File: config.mk
export PLATFORM = sky130hd
export DESIGN_NAME = multi_chip_ctrl
export DESIGN_NICKNAME = d
export VERILOG_FILES = /design/src/rtl/multi_chip_ctrl.sv
export SDC_FILE = /design/constraint.sdc
export NUM_CORES = 1
export LEC_CHECK = 0
export ABC_AREA = 1
export CORE_MARGIN = 4
export CORE_UTILIZATION = 47
export DETAILED_ROUTE_END_ITERATION = 8
export PLACE_DENSITY = 0.73
export SKIP_LAST_GASP = 1
export SLEW_MARGIN = 20
export SYNTH_ARGS = -nofsm -noshare
export SYNTH_HDL_FRONTEND = slang
export SYNTH_SLANG_ARGS = --single-unit
File: constraint.sdc
create_clock -name clk -period 11 [get_ports clk]
set_clock_uncertainty 0.2 [all_clocks]
set_input_delay 2.75 -clock clk [delete_from_list [all_inputs] [get_ports clk]]
set_output_delay 2.75 -clock clk [all_outputs]
set_load 0.02 [all_outputs]
File: src/rtl/multi_chip_ctrl.sv
// Multi-channel run controller: decodes UART command bytes into per-channel work/enc,
// counts chip results per channel and returns a one-byte ack. Option: MULTI_CHIP_RUN_LIMIT_EN.
module multi_chip_ctrl #(
  parameter int unsigned CHANNELS  = 4,
  parameter int unsigned CNT_W     = 32,
  parameter int unsigned RUN_LIMIT = 1000
) (
  input  logic                      clk,
  input  logic                      rst,
  input  logic [7:0]                rx_data,
  input  logic                      rx_valid,
  input  logic [CHANNELS-1:0]       res_valid,
  input  logic [CHANNELS-1:0]       res_match,
  output logic [CHANNELS-1:0]       work,
  output logic [CHANNELS-1:0]       enc,
  output logic [CHANNELS-1:0]       done,
  output logic [CHANNELS*CNT_W-1:0] total,
  output logic [CHANNELS*CNT_W-1:0] correct,
  output logic [7:0]                tx_data,
  output logic                      tx_valid,
  input  logic                      tx_ready,
  output logic                      ack_ovf
);

  localparam int unsigned IDX_W     = 4;
  localparam logic [7:0]  ACK_REJECT = 8'hEE;
  localparam logic [IDX_W-1:0] IDX_BCAST = 4'hF;

  typedef enum logic [1:0] {
    OP_STOP      = 2'b00,
    OP_START_ENC = 2'b01,
    OP_START_DEC = 2'b10,
    OP_CLEAR     = 2'b11
  } op_e;

  typedef struct packed {
    op_e              op;
    logic [1:0]       rsvd;
    logic [IDX_W-1:0] idx;
  } cmd_t;

  typedef enum logic {
    ST_IDLE,
    ST_PEND
  } ack_state_e;

  if (CHANNELS < 1 || CHANNELS > 15 || RUN_LIMIT == 0) begin : g_bad_cfg
    $error("multi_chip_ctrl: illegal CHANNELS or RUN_LIMIT");
  end

  cmd_t                cmd_c;
  logic                cmd_ok_c;
  logic [7:0]          ack_c;
  logic [CHANNELS-1:0] sel_c;
  logic [CHANNELS-1:0] inc_c;
  logic [CHANNELS-1:0] clr_c;

  logic [CHANNELS-1:0] work_q;
  logic [CHANNELS-1:0] enc_q;
  logic [CNT_W-1:0]    total_q   [CHANNELS];
  logic [CNT_W-1:0]    correct_q [CHANNELS];

  ack_state_e          state_q, state_d;
  logic [7:0]          tx_data_q, tx_data_d;
  logic                ack_ovf_q, ack_ovf_d;

  assign cmd_c = cmd_t'(rx_data);

  // Command decode: acceptance, channel select, counter clear and strobe qualification
  always_comb begin
    cmd_ok_c = (cmd_c.rsvd == 2'b00) &&
               ((cmd_c.idx == IDX_BCAST) || (32'(cmd_c.idx) < CHANNELS));
    ack_c    = cmd_ok_c ? rx_data : ACK_REJECT;
    sel_c    = '0;
    inc_c    = '0;
    clr_c    = '0;
    for (int i = 0; i < CHANNELS; i++) begin
      sel_c[i] = rx_valid && cmd_ok_c &&
                 ((cmd_c.idx == IDX_BCAST) || (cmd_c.idx == IDX_W'(i)));
      inc_c[i] = res_valid[i] && work_q[i];
`ifdef MULTI_CHIP_RUN_LIMIT_EN
      clr_c[i] = sel_c[i] && (cmd_c.op != OP_STOP);
`else
      clr_c[i] = sel_c[i] && (cmd_c.op == OP_CLEAR);
`endif
    end
  end

`ifdef MULTI_CHIP_RUN_LIMIT_EN
  // A channel hits its limit on the increment that brings total to RUN_LIMIT
  logic [CHANNELS-1:0] hit_c;
  logic [CHANNELS-1:0] done_q;

  always_comb begin
    hit_c = '0;
    for (int i = 0; i < CHANNELS; i++) begin
      hit_c[i] = inc_c[i] && !clr_c[i] && (total_q[i] == CNT_W'(RUN_LIMIT - 1));
    end
  end

  always_ff @(posedge clk or posedge rst) begin
    if (rst) begin
      done_q <= '0;
    end else begin
      for (int i = 0; i < CHANNELS; i++) begin
        if (hit_c[i]) begin
          done_q[i] <= 1'b1;
        end else if (sel_c[i] && cmd_c.op != OP_STOP) begin
          done_q[i] <= 1'b0;
        end
      end
    end
  end

  assign done = done_q;
`else
  assign done = '0;
`endif

  // Per-channel run state and saturating counters; a clear discards a same-cycle strobe
  always_ff @(posedge clk or posedge rst) begin
    if (rst) begin
      work_q <= '0;
      enc_q  <= '0;
      for (int i = 0; i < CHANNELS; i++) begin
        total_q[i]   <= '0;
        correct_q[i] <= '0;
      end
    end else begin
      for (int i = 0; i < CHANNELS; i++) begin
        if (sel_c[i]) begin
          case (cmd_c.op)
            OP_STOP:      work_q[i] <= 1'b0;
            OP_START_ENC: begin
              work_q[i] <= 1'b1;
              enc_q[i]  <= 1'b1;
            end
            OP_START_DEC: begin
              work_q[i] <= 1'b1;
              enc_q[i]  <= 1'b0;
            end
            OP_CLEAR:     ;
          endcase
        end
`ifdef MULTI_CHIP_RUN_LIMIT_EN
        if (hit_c[i]) begin
          work_q[i] <= 1'b0;
        end
`endif
        if (clr_c[i]) begin
          total_q[i]   <= '0;
          correct_q[i] <= '0;
        end else if (inc_c[i]) begin
          if (total_q[i] != '1) begin
            total_q[i] <= total_q[i] + CNT_W'(1);
          end
          if (res_match[i] && correct_q[i] != '1) begin
            correct_q[i] <= correct_q[i] + CNT_W'(1);
          end
        end
      end
    end
  end

  for (genvar g = 0; g < CHANNELS; g++) begin : g_pack
    assign total[g*CNT_W +: CNT_W]   = total_q[g];
    assign correct[g*CNT_W +: CNT_W] = correct_q[g];
  end

  assign work = work_q;
  assign enc  = enc_q;

  // Ack FSM state register
  always_ff @(posedge clk or posedge rst) begin
    if (rst) begin
      state_q   <= ST_IDLE;
      tx_data_q <= '0;
      ack_ovf_q <= 1'b0;
    end else begin
      state_q   <= state_d;
      tx_data_q <= tx_data_d;
      ack_ovf_q <= ack_ovf_d;
    end
  end

  // Ack FSM next state: a new command always reloads the ack; overflow only if unaccepted
  always_comb begin
    state_d   = state_q;
    tx_data_d = tx_data_q;
    ack_ovf_d = ack_ovf_q;
    case (state_q)
      ST_IDLE: begin
        if (rx_valid) begin
          state_d   = ST_PEND;
          tx_data_d = ack_c;
        end
      end
      ST_PEND: begin
        if (rx_valid) begin
          tx_data_d = ack_c;
          if (!tx_ready) begin
            ack_ovf_d = 1'b1;
          end
        end else if (tx_ready) begin
          state_d = ST_IDLE;
        end
      end
      default: state_d = ST_IDLE;
    endcase
  end

  assign tx_valid = (state_q == ST_PEND);
  assign tx_data  = tx_data_q;
  assign ack_ovf  = ack_ovf_q;

endmodule

* Word level (Yosys, flattened, before mapping)
Cells that the tools add are included.
** Cells by class
- Add/subtract/negate cells :: 8
- Bitwise gates (word level) :: 2
- Multiplexer cells :: 32
- $lt $le $gt $ge :: 1
- Reduce and logical (&&, ||, !) cells :: 58
- Equality and inequality tests :: 15
** Operator list (number)
- $mux W32 :: 24
- $add A32 B1 Y32 const B :: 8
- $ne A32 B32 Y1 const B :: 8
- $reduce_and A2 Y1 :: 16
- $reduce_bool A2 Y1 :: 14
- $logic_and A1 B1 Y1 :: 18
- $mux W8 :: 2
- $eq A4 B2 Y1 const B :: 2
- $pmux W1 S2 :: 3
- $logic_or A1 B1 Y1 :: 5
- $eq A2 B2 Y1 const B :: 2
- $eq A4 B1 Y1 const B :: 1
- $eq A4 B4 Y1 const B :: 1
- $logic_not A2 Y1 :: 2
- $logic_not A4 Y1 :: 1
- $lt A4 B3 Y1 const B :: 1
- $mux W1 :: 3
- $reduce_and A3 Y1 :: 1
- $eq A2 B1 Y1 const B :: 1
- $not A1 Y1 :: 2
- $reduce_or A2 Y1 :: 1
** Word-level totals
- Bits of input ports :: 20
- Word-level logic and storage cells :: 135
- Register bits :: 274

* Longest topological paths before layout
Gate-level depths: netlist (run 1).
- Depth in word-level cells :: 8
- Gate-level depth with buffers :: 13
- Gate-level depth less buffers :: 12

* Worst setup path before layout (run 1)
Ideal clock, no wire load.
- Kind :: input -> register
- Start point :: input rx_valid
- End point :: register total_q, in the netlist total[2]
- Data required time :: 10668 ps
- Path buffers :: 3
- Path slack :: 6775 ps
- Data arrival time :: 3893 ps
- Stages on the path :: 10
- Path through :: buf_4 > inv_2 > nor2_4 > nand3_1 > buf_2 > nand2_2 > nand2_1 > buf_2 > nand2_1 > o21ai_1
** On the way
- Longest elaborated chain between the ends :: 5
** RTL lines
- start, declared :: RTL line 11 : input logic rx_valid,
- $logic_and A1 B1 Y1 (*) (2 in a row) :: RTL line 78 : sel_c[i] = rx_valid && cmd_ok_c &&
- $logic_and A1 B1 Y1 (*) :: RTL line 84 : clr_c[i] = sel_c[i] && (cmd_c.op == OP_CLEAR);
- $reduce_bool A2 Y1 (no source line)
- $reduce_and A2 Y1 (no source line)
- end signal, assigned by index :: RTL line 155 : total_q[i] <= total_q[i] + CNT_W'(1);
- end, declared :: RTL line 60 : logic [CNT_W-1:0] total_q [CHANNELS];
Every way passes the cells marked *; elsewhere a longest branch is shown, timed or not.
A chain may end at the register's enable or synchronous reset.

* Final worst setup path (run 1)
- Start point :: input rx_valid
- End point :: register total_q, in the netlist total[3]
Same word-level chain as after synthesis.

==> metrics.csv, run 1 <==
stage;metric;value;unit
outcome;status;finished, final reports clean;
timing;max_clock_freq;176.6;MHz
yosys;synth_edf_count;0;
floorplan;die_h;208.6;um
finish;seq_area;6857;um^2
detailed_routing;drtIter0Drc;1574;
cts;cts.path.max_buffers;3;
cts;worst_setup_hold_path_clk_slew;50;ps
cts;clock-sinks;274;
yosys;ys.warnings.count;0;
timing;rsz0062_at_grt;false;
timing;finalCritPeriodShare;51.47;%
cts;cts-htree-levels;2;
grt;grtUsageTotal;26.46;%
flow_run;maxCapViolations;0;
cts;clock_latency;550;ps
yosys;synthXorXnorAreaFrac;3.890;%
timing;maxSlewViolCount;0;
yosys;synth_top_family_by_area;simple AND/OR/NAND/NOR gates;
yosys;synth_compound_area_share;3.956;%
detailed_routing;drc;0;
cts;cts_buffers;35;
timing;finalHoldViolCount;0;
detailed_routing;highest_layer;met4;
worst_setup_path;worst-path-max-fanout;31;
min_path;hold_depth;2;
yosys;yosys.area_share.simple;47.95;%
cts;cts_tree;yes;
grt;grt_pass1_vias;18920;
grt;grt_max_degree;144;
detailed_routing;dr_wl_met3;3936;um
timing;max_slew_margin;30.11;%
detailed_routing;firstDrtPassIters;6;
worst_setup_path;cp-end-kind;flip-flop;
power;cellPowerDensity;123.9;nW/um^2
yosys;syn_area;18910;um^2
yosys;synth_seq_cells;274;
yosys;netlist_instances;3046;
floorplan;io_pins;298;
cts;post_cts_resized;0;
yosys;postSynth.asyncResetShare;100.0;%
timing;fin_crit;5661;ps
detailed_routing;met2_wirelength;27010;um
timing;setup_viol;0;
floorplan;num_rows;73;
timing;worst_pin_slew;1046;ps
detailed_routing;wl_met1;25890;um
finish;nets;3343;
min_path;hold_class;reg -> reg;
worst_setup_path;start_kind;input port;
grt;overflow;0;
yosys;synthAdderAreaFrac;0.7277;%
place;dp.final_hpwl;43160;um
place;place.gp.congestion;0.9570;
detailed_routing;vias;19850;
detailed_routing;vias_per_cell;5.142;
finish;diodes;0;
timing;finalSetupTns;0;ps
finish;multi_input_area;10720;um^2
cts;cts_root_buffer;clkbuf_16;
floorplan;die_x;208.6;um
worst_setup_path;worst-setup-path-type;in -> reg;
cts;post_cts_buffers;0;
power;ir_drop;0.1083;mV
floorplan;dieArea;43510;um^2
finish;drive_above_1_share;4.526;%
yosys;synth_cell_types;34;
worst_setup_path;reg2regPathDepth;10;
detailed_routing;drt_wl_total;58430;um
detailed_routing;wire_per_inst;15.13;um
power;p_total;0.002887;W
detailed_routing;detail-route-antenna-nets;0;
grt;antenna_found_initial;0;
floorplan;core;39730;um^2
worst_setup_path;cp_data_required_time;11170;ps
worst_setup_path;critPathArrivalTime;5830;ps
yosys;yosysSeqAreaShare;36.25;%
yosys;ys.flop_type;dfrtp_1;
finish;syn_to_final_growth;23.24;%
place;portBuffers;293;
finish;fill_cells;3772;
floorplan;start_util;47.60;%
cts;ctsHoldBuffers;0;
yosys;syn_area_per_cell;6.209;um^2
yosys;synthMuxAreaShare;0.05292;%
power;power.leakage;10.37;nW
grt;grt_pass1_wl;97060;um
## per-stage QoR
step | setup slack, ps | instances | cell area [um^2] | utilization [%] | hold WS [ps]
final | 5339 | 3861 | 23310 | 58.66 | 295.8
after global routing | 5053 | 3861 | 23310 | 58.66 | 320.7
after CTS | 5374 | 3861 | 23310 | 58.66 | 298.1
after detailed placement | 4813 | 3800 | 22100 | 55.63 | 280.0
after global placement | 4949 | 3800 | 22100 | 55.63 | 275.9
after floorplan | 497.9 | 3049 | 18920 | - | 379.5
## registers in the layout, indices dropped and copies added (netlist names)
| signal | cells |
|---|---|
| correct | 128 |
| total | 128 |
| tx_data | 8 |
| enc | 4 |
| work | 4 |
| ack_ovf | 1 |
| tx_valid | 1 |
## cell usage after synthesis (15+ instances only)
| cell | number | area share (%) |
|---|---|---|
| o21ai_1 | 56 | 1.5 |
| clkbuf_1 | 15 | 0.30 |
| buf_2 | 22 | 0.58 |
| inv_1 | 224 | 4.4 |
| dfrtp_1 | 274 | 36 |
| buf_4 | 19 | 0.75 |
| nand2_1 | 1379 | 27 |
| o21ai_0 | 33 | 0.87 |
| xnor2_1 | 40 | 1.9 |
| o21bai_1 | 27 | 1.1 |
| nand3_1 | 244 | 6.5 |
| nand3b_1 | 19 | 0.75 |
| or2_2 | 23 | 0.76 |
| xor2_1 | 44 | 2.0 |
| nand4_1 | 15 | 0.50 |
| nor2_1 | 504 | 10 |
| nand2_2 | 20 | 0.66 |
## cell usage in the layout, fill, tap and decap left out, drive strengths merged
cell type / n
mux2i: 1
nand3: 245
o22ai: 2
nand4: 15
nand3b: 19
inv: 241
conb: 4
bufinv: 5
xor2: 44
nand2: 1401
clkinv: 5
buf: 4
or2: 23
nor3: 6
o21ai: 89
clkdlybuf4s50: 293
nor2b: 1
clkinvlp: 1
o21bai: 31
xnor2: 40
nor2: 528
ha: 11
dfrtp: 274
a21oi: 7
clkbuf: 46
## path summary, 6_finish.rpt
| kind | from | end | slack [ps] |
|---|---|---|---|
| max | rx_valid | total[3]$_DFFE_PP0P_ | 5340 |
| min | enc[1]$_DFFE_PP0P_ | enc[1]$_DFFE_PP0P_ | 300 |
| max reg2reg | total[64]$_DFFE_PP0P_ | total[78]$_DFFE_PP0P_ | 7930 |
| min reg2reg | enc[1]$_DFFE_PP0P_ | enc[1]$_DFFE_PP0P_ | 300 |
| max in group asynchronous | rst | correct[61]$_DFFE_PP0P_ | 6640 |
| min in group asynchronous | rst | correct[93]$_DFFE_PP0P_ | 2570 |
## cell type report
class	count	share of cell area [%]
clock inverter	15	0.9340
inverter	237	3.849
multi-input combinational	2467	45.98
sequential	274	29.42
tap	525	2.818
clock buffer	46	4.235
timing repair buffer	297	12.77
## cell families (layout without fill, tap and decap cells)
kind of cell / count (synthesis) / after routing
mux: 1 / 1
simple gates: 2238 / 2238
other cells: 1 / 4
xor+xnor: 84 / 84
flops: 274 / 274
buf+inv: 308 / 595
fa+ha+maj: 11 / 11
compound gates: 129 / 129
## where the power goes
part / switching, W / internal (W)
Clock: 0.000461 / 0.000751
Sequential: 0.000109 / 0.00107
Combinational: 0.000305 / 0.000195
Total: 0.000874 / 0.00201
## worst max-delay path, cell delays in order
cell,delay (ps)
clkdlybuf4s50_1,650
inv_2,130
nor2_4,200
nand3_1,530
nand2_2,490
nand2_1,700
nand2_1,250
o21ai_1,100
## routing by layer
metal	vias up	global-route usage [%]
li1	9934	-
met1	9190	36.26
met2	614	43.22
met3	114	5.104
met4	0	7.291
met5	-	0
Note: power is estimated with default switching activity, not from simulation.
==> run 2, diff against run 1 <==
==> constraint.sdc (replaced) <==
create_clock -name clk -period 4.9 [get_ports clk]
set_clock_uncertainty 0.2 [all_clocks]
set_input_delay 1.225 -clock clk [delete_from_list [all_inputs] [get_ports clk]]
set_output_delay 1.225 -clock clk [all_outputs]
set_load 0.02 [all_outputs]
==> run 2 against run 1 <==
Setup slack got worse by 4100 ps. Sequential share of layout area barely moved. Sequential cell count did not move. Clock power rose by 120%. Via count barely moved. Largest power group unchanged. Highest routed layer unchanged.
==> metrics.csv, run 2 (synthesis gave the netlist of run 1 again) <==
stage;metric;value;unit
timing;max_slew_margin;36.82;%
finish;nets;3350;
grt;grtUsageTotal;27.00;%
worst_setup_path;critical_path_cell_count;8;
floorplan;io_pins;298;
worst_setup_path;cpMostUsedCell;nand2_1;
flow_run;maxCapViolations;0;
worst_setup_path;regToRegStartpoint;total[64]$_DFFE_PP0P_;
worst_setup_path;critPathBufInv;2;
timing;max_clock_freq;270.3;MHz
floorplan;dieArea;43510;um^2
power;switching_share;30.65;%
worst_setup_path;r2r_slack;1800;ps
detailed_routing;vias;19860;
timing;setup_ws;1201;ps
power;cellPowerDensity;276.1;nW/um^2
place;place.gp.congestion;0.9581;
worst_setup_path;path_cells;clkdlybuf4s50_1 -> inv_2 -> nor2_4 -> nand3_1 -> nand2_1 -> nand2_2 -> nand2_1 -> nand2_1;
power;combPwrFrac;17.6;%
worst_setup_path;reg2regPathDepth;10;
cts;cts_tree;yes;
grt;grt.met2_usage;44.00;%
worst_setup_path;cp-startpoint;rx_valid;
power;ir_drop;0.1999;mV
worst_setup_path;cp-end-kind;flip-flop;
detailed_routing;drt_wl_total;59640;um
finish;syn_to_final_growth;23.37;%
worst_setup_path;cp_data_required_time;5120;ps
finish;drive_above_1_share;4.608;%
finish;instances_no_fill;3867;
place;post-place-ws;624.7;ps
timing;setup_viol;0;
finish;diodes;0;
detailed_routing;drc;0;
power;p_clk_share;41.3;%
grt;overflow;0;
grt;grt_pass1_wl;98590;um
cts;post_cts_resized;0;
outcome;status;finished, final reports clean;
cts;cts_buffers;35;
detailed_routing;vias_per_cell;5.135;
timing;fin_crit;3699;ps
detailed_routing;wire_per_inst;15.42;um
floorplan;core;39730;um^2
timing;finalCritPeriodShare;75.49;%
worst_setup_path;crit_path_top_delay_cell;clkdlybuf4s50_1;
grt;grt_util_met1;36.76;%
place;portBuffers;293;
cts;post_cts_buffers;0;
worst_setup_path;start_kind;input port;
worst_setup_path;cp_top_family;simple AND/OR/NAND/NOR gates;
worst_setup_path;worst-setup-path-type;in -> reg;
worst_setup_path;cp-endpoint;correct[40]$_DFFE_PP0P_;
cts;cts.path.max_buffers;3;
finish;most-common-layout-cells;nand2_1 (1378), nor2_1 (504), clkdlybuf4s50_1 (293), dfrtp_1 (274), nand3_1 (244);
worst_setup_path;critPathMaxStageDelay;660;ps
timing;rsz0062_at_grt;false;
cts;cts-htree-levels;2;
cts;ctsHoldBuffers;0;
min_path;hold_class;reg -> reg;
grt;grt.busiest_layer;met2;
timing;worst_pin_slew;947.1;ps
place;place_inst;3807;
grt;grt_pass1_vias;19080;
grt;grt_max_degree;168;
worst_setup_path;reg2reg_to;total[75]$_DFFE_PP0P_;
power;seqPwrFrac;41.1;%
place;dp.final_hpwl;44200;um
power;p_sw;0.001975;W
detailed_routing;drtIter0Drc;1480;
cts;cts_root_buffer;clkbuf_16;
timing;maxSlewViolCount;0;
power;power.leakage;10.38;nW
power;internal-power;0.004468;W
timing;finalHoldViolCount;0;
floorplan;die_x;208.6;um
floorplan;start_util;47.60;%
cts;clock_latency;540;ps
floorplan;die_h;208.6;um
grt;grtUsageMet3;5.209;%
finish;final_common_cell;nand2_1;
worst_setup_path;critPathArrivalTime;3920;ps
floorplan;num_rows;73;
detailed_routing;detail-route-antenna-nets;0;
cts;clock-sinks;274;
detailed_routing;firstDrtPassIters;8;
timing;finalSetupTns;0;ps
worst_setup_path;worst-path-max-fanout;29;
grt;antenna_found_initial;0;
cts;worst_setup_hold_path_clk_slew;50;ps
run 2: cell count changes in the layout (fill, tap and decap cells not counted), moves of 2 or more:
cell        before  now
clkbuf_8         7    3
inv_6            4    0
clkbuf_1         4    7
clkbuf_16       35   37
clkinvlp_4       1    3
buf_4            3    9
run 2: worst min path at each step:
stage	start	end	slack [ps]	cells after the start
after CTS	tx_data[2]$_DFFE_PP0P_	tx_data[2]$_DFFE_PP0P_	290	2
final	tx_data[2]$_DFFE_PP0P_	tx_data[2]$_DFFE_PP0P_	280	2
after floorplan	tx_data[4]$_DFFE_PP0P_	tx_data[4]$_DFFE_PP0P_	380	2
after global placement	tx_data[2]$_DFFE_PP0P_	tx_data[2]$_DFFE_PP0P_	270	2
after detailed placement	tx_data[2]$_DFFE_PP0P_	tx_data[2]$_DFFE_PP0P_	280	2
after global routing	tx_data[2]$_DFFE_PP0P_	tx_data[2]$_DFFE_PP0P_	310	2
run 2: metal layers:
| layer | share of wire [%] | wire (um) | vias up |
|---|---|---|---|
| met3 | 7.2 | 4290 | 103 |
| met5 | 0 | 0 | - |
| met2 | 46 | 27330 | 621 |
| met1 | 44 | 26480 | 9178 |
| li1 | - | - | 9956 |
| met4 | 2.6 | 1532 | 0 |
run 2: final cells by class:
cell class | count | area [um^2]
clock buffer | 47 | 993.5
clock inverter | 13 | 173.9
fill | 3902 | 16400
inverter | 237 | 893.4
multi-input combinational | 2467 | 10720
sequential | 274 | 6857
tap | 525 | 656.9
timing repair buffer | 304 | 3040
run 2: power by group through the flow:
| stage | Sequential (W) | Clock, W | Combinational, W |
|---|---|---|---|
| floorplan | 0.00276 | 0 | 0.000559 |
| global placement | 0.00267 | 0 | 0.00111 |
| detailed placement | 0.00268 | 0 | 0.00114 |
| CTS | 0.00264 | 0.00272 | 0.00114 |
| global route | 0.00267 | 0.00281 | 0.00124 |
| finish | 0.00265 | 0.00266 | 0.00113 |
run 2: stage by stage:
stage / area, um^2 / hold WS, ps / total power, W / utilization [%]
finish: 23330 / 284.8 / 0.006443 / 58.72
CTS: 23330 / 292.4 / 0.006506 / 58.72
global route: 23330 / 306.5 / 0.006724 / 58.72
detailed placement: 22170 / 278.8 / 0.003816 / 55.79
global placement: 22170 / 271.7 / 0.003784 / 55.79
floorplan: 18930 / 379.5 / 0.003319 / -
run 2: worst register-to-register path, stage by stage (launching register included):
cell and delay (ps):
dfrtp_1 510, ha_1 360, nand3_1 130, inv_2 140
nand2_1 90, nor2_1 260, nand3_1 160, nand2_2 690
inv_1 270, nand2_1 120, nand2_1 60
==> run 3, diff against run 2 <==
==> constraint.sdc (replaced) <==
create_clock -name clk -period 2.95 [get_ports clk]
set_clock_uncertainty 0.2 [all_clocks]
set_input_delay 0.7375 -clock clk [delete_from_list [all_inputs] [get_ports clk]]
set_output_delay 0.7375 -clock clk [all_outputs]
set_load 0.02 [all_outputs]
==> run 3 against run 2 <==
Wire length up 0.63%. Cell area up 2.5%. Final cell count up 1.1%. First-iteration DRC count up 3.4%. Sequential cell count unchanged. Die area unchanged. Critical endpoint is now total[64]. Largest cell class unchanged. Highest routed layer unchanged.
==> metrics.csv, run 3 (synthesis gave the netlist of run 1 again) <==
stage;metric;value;unit
outcome;status;finished, final reports clean;
worst_setup_path;regToRegStartpoint;correct[64]$_DFFE_PP0P_;
worst_setup_path;crit_path_top_delay_cell;clkdlybuf4s50_1;
finish;diodes;0;
grt;grt.met2_usage;43.97;%
worst_setup_path;critPathMaxStageDelay;720;ps
finish;nets;3391;
cts;cts_buffers;36;
timing;max_clock_freq;369.4;MHz
power;combPwrFrac;18.1;%
finish;seq_area;6857;um^2
grt;grt_util_met1;36.93;%
detailed_routing;detail-route-antenna-nets;0;
finish;final_util;60.20;%
min_path;hold_path_end;ack_ovf$_DFFE_PP0P_;
worst_setup_path;cp_data_required_time;2010;ps
floorplan;io_pins;298;
cts;post_cts_resized;0;
timing;maxSlewViolCount;0;
finish;drive_above_1_share;5.882;%
power;p_clk_share;42.0;%
finish;syn_to_final_growth;26.46;%
detailed_routing;drc;0;
cts;cts.path.max_buffers;3;
place;place.gp.congestion;0.9354;
floorplan;core;39730;um^2
detailed_routing;vias_per_cell;5.169;
power;seqPwrFrac;39.9;%
grt;grt_max_degree;58;
finish;final_common_cell;nand2_1;
cts;cts_tree;yes;
floorplan;dieArea;43510;um^2
place;dp.final_hpwl;45220;um
finish;fin_area;23920;um^2
worst_setup_path;reg2reg_to;correct[95]$_DFFE_PP0P_;
power;cellPowerDensity;459.2;nW/um^2
power;power.leakage;10.70;nW
grt;antenna_found_initial;0;
timing;setup_ws;243.0;ps
cts;post_cts_buffers;0;
grt;grt.busiest_layer;met2;
worst_setup_path;cp-startpoint;total[64]$_DFFE_PP0P_;
timing;max_slew_margin;38.92;%
worst_setup_path;worst-setup-path-type;reg -> out;
cts;clock-sinks;274;
detailed_routing;drtIter0Drc;1531;
power;p_sw;0.003253;W
timing;hold_ws;270.8;ps
finish;most-common-layout-cells;nand2_1 (1378), nor2_1 (504), clkdlybuf4s50_1 (293), dfrtp_1 (274), nand3_1 (244);
cts;cts_root_buffer;clkbuf_16;
worst_setup_path;critPathBufInv;1;
worst_setup_path;start_kind;flip-flop;
power;ir_drop;0.3624;mV
min_path;hold_depth;1;
finish;fill_cells;3770;
timing;rsz0062_at_grt;false;
power;switching_share;29.61;%
detailed_routing;wire_per_inst;15.36;um
min_path;worstHoldStart;ack_ovf$_DFFE_PP0P_;
timing;finalHoldViolCount;0;
timing;fin_crit;2707;ps
grt;grtUsageMet3;4.459;%
grt;grt_pass1_vias;19200;
power;internal-power;0.007731;W
cts;worst_setup_hold_path_clk_slew;60;ps
worst_setup_path;reg2regPathDepth;10;
floorplan;die_x;208.6;um
worst_setup_path;critPathArrivalTime;1770;ps
cts;ctsHoldBuffers;0;
timing;worst_pin_slew;915.5;ps
place;placed_area;22670;um^2
detailed_routing;vias;20200;
cts;clock_latency;530;ps
flow_run;maxCapViolations;0;
timing;setup_viol;0;
floorplan;start_util;47.60;%
grt;grtUsageTotal;27.06;%
worst_setup_path;path_cells;clkdlybuf4s50_1;
worst_setup_path;worst-path-max-fanout;8;
place;post-place-ws;19.11;ps
detailed_routing;drt_wl_total;60010;um
worst_setup_path;r2r_slack;440;ps
floorplan;num_rows;73;
place;portBuffers;293;
min_path;hold_class;reg -> reg;
cts;cts-htree-levels;2;
floorplan;die_h;208.6;um
worst_setup_path;cp-end-kind;primary output;
detailed_routing;firstDrtPassIters;5;
grt;overflow;0;
grt;grt_pass1_wl;98720;um
timing;finalCritPeriodShare;91.76;%
finish;multi_input_area;10720;um^2
worst_setup_path;cp_top_family;buffers and inverters;
## run 3: changes by cell type in the layout (fill, tap and decap cells not counted)
cell | previous run | this run
buf_4 | 9 | 33
bufinv_16 | 4 | 5
buf_12 | 2 | 18
clkbuf_8 | 3 | 9
clkbuf_1 | 7 | 3
clkinv_2 | 6 | 5
clkinvlp_4 | 3 | 2
## run 3: how the worst max path moves through the flow
stage	to	slack [ps]	cells after the start
after floorplan	ack_ovf$_DFFE_PP0P_	-1610	1
after global placement	correct[119]$_DFFE_PP0P_	140	8
after detailed placement	correct[118]$_DFFE_PP0P_	20	10
after CTS	total[64]	220	1
after global routing	total[64]	190	1
final	total[64]	240	1
## run 3: per-stage QoR
step                power, W  TNS (ps)  std cells
floorplan           0.005514   -441380       3049
global placement    0.006370         0       3847
detailed placement  0.006421         0       3847
CTS                  0.01110         0       3908
global route         0.01148         0       3908
finish               0.01098         0       3908
## run 3: power by group through the flow
stage	clock [W]	sequential [W]	combinational, W
2_1_floorplan	0	0.00458	0.000929
3_3_place_gp	0	0.00443	0.00194
3_5_place_dp	0	0.00443	0.00199
4_1_cts	0.00473	0.00437	0.00200
5_1_grt	0.00488	0.00442	0.00218
6_report	0.00461	0.00439	0.00198
## run 3: per-layer routing
metal / share of wire, % / wire length (um) / up-vias
met3: 6.4 / 3851 / 135
met2: 46 / 27870 / 662
met4: 3.4 / 2026 / 0
li1: - / - / 10020
met5: 0 / 0 / -
met1: 44 / 26260 / 9384
## run 3: final cells by class
class                   count  share of cell area, %
clock buffers              49                  4.436
repair buffers            344                  14.80
inverters                 237                  3.735
clock inverters            12                 0.8004
flip-flops and latches    274                  28.67
well taps                 525                  2.746
multi-input cells        2467                  44.81
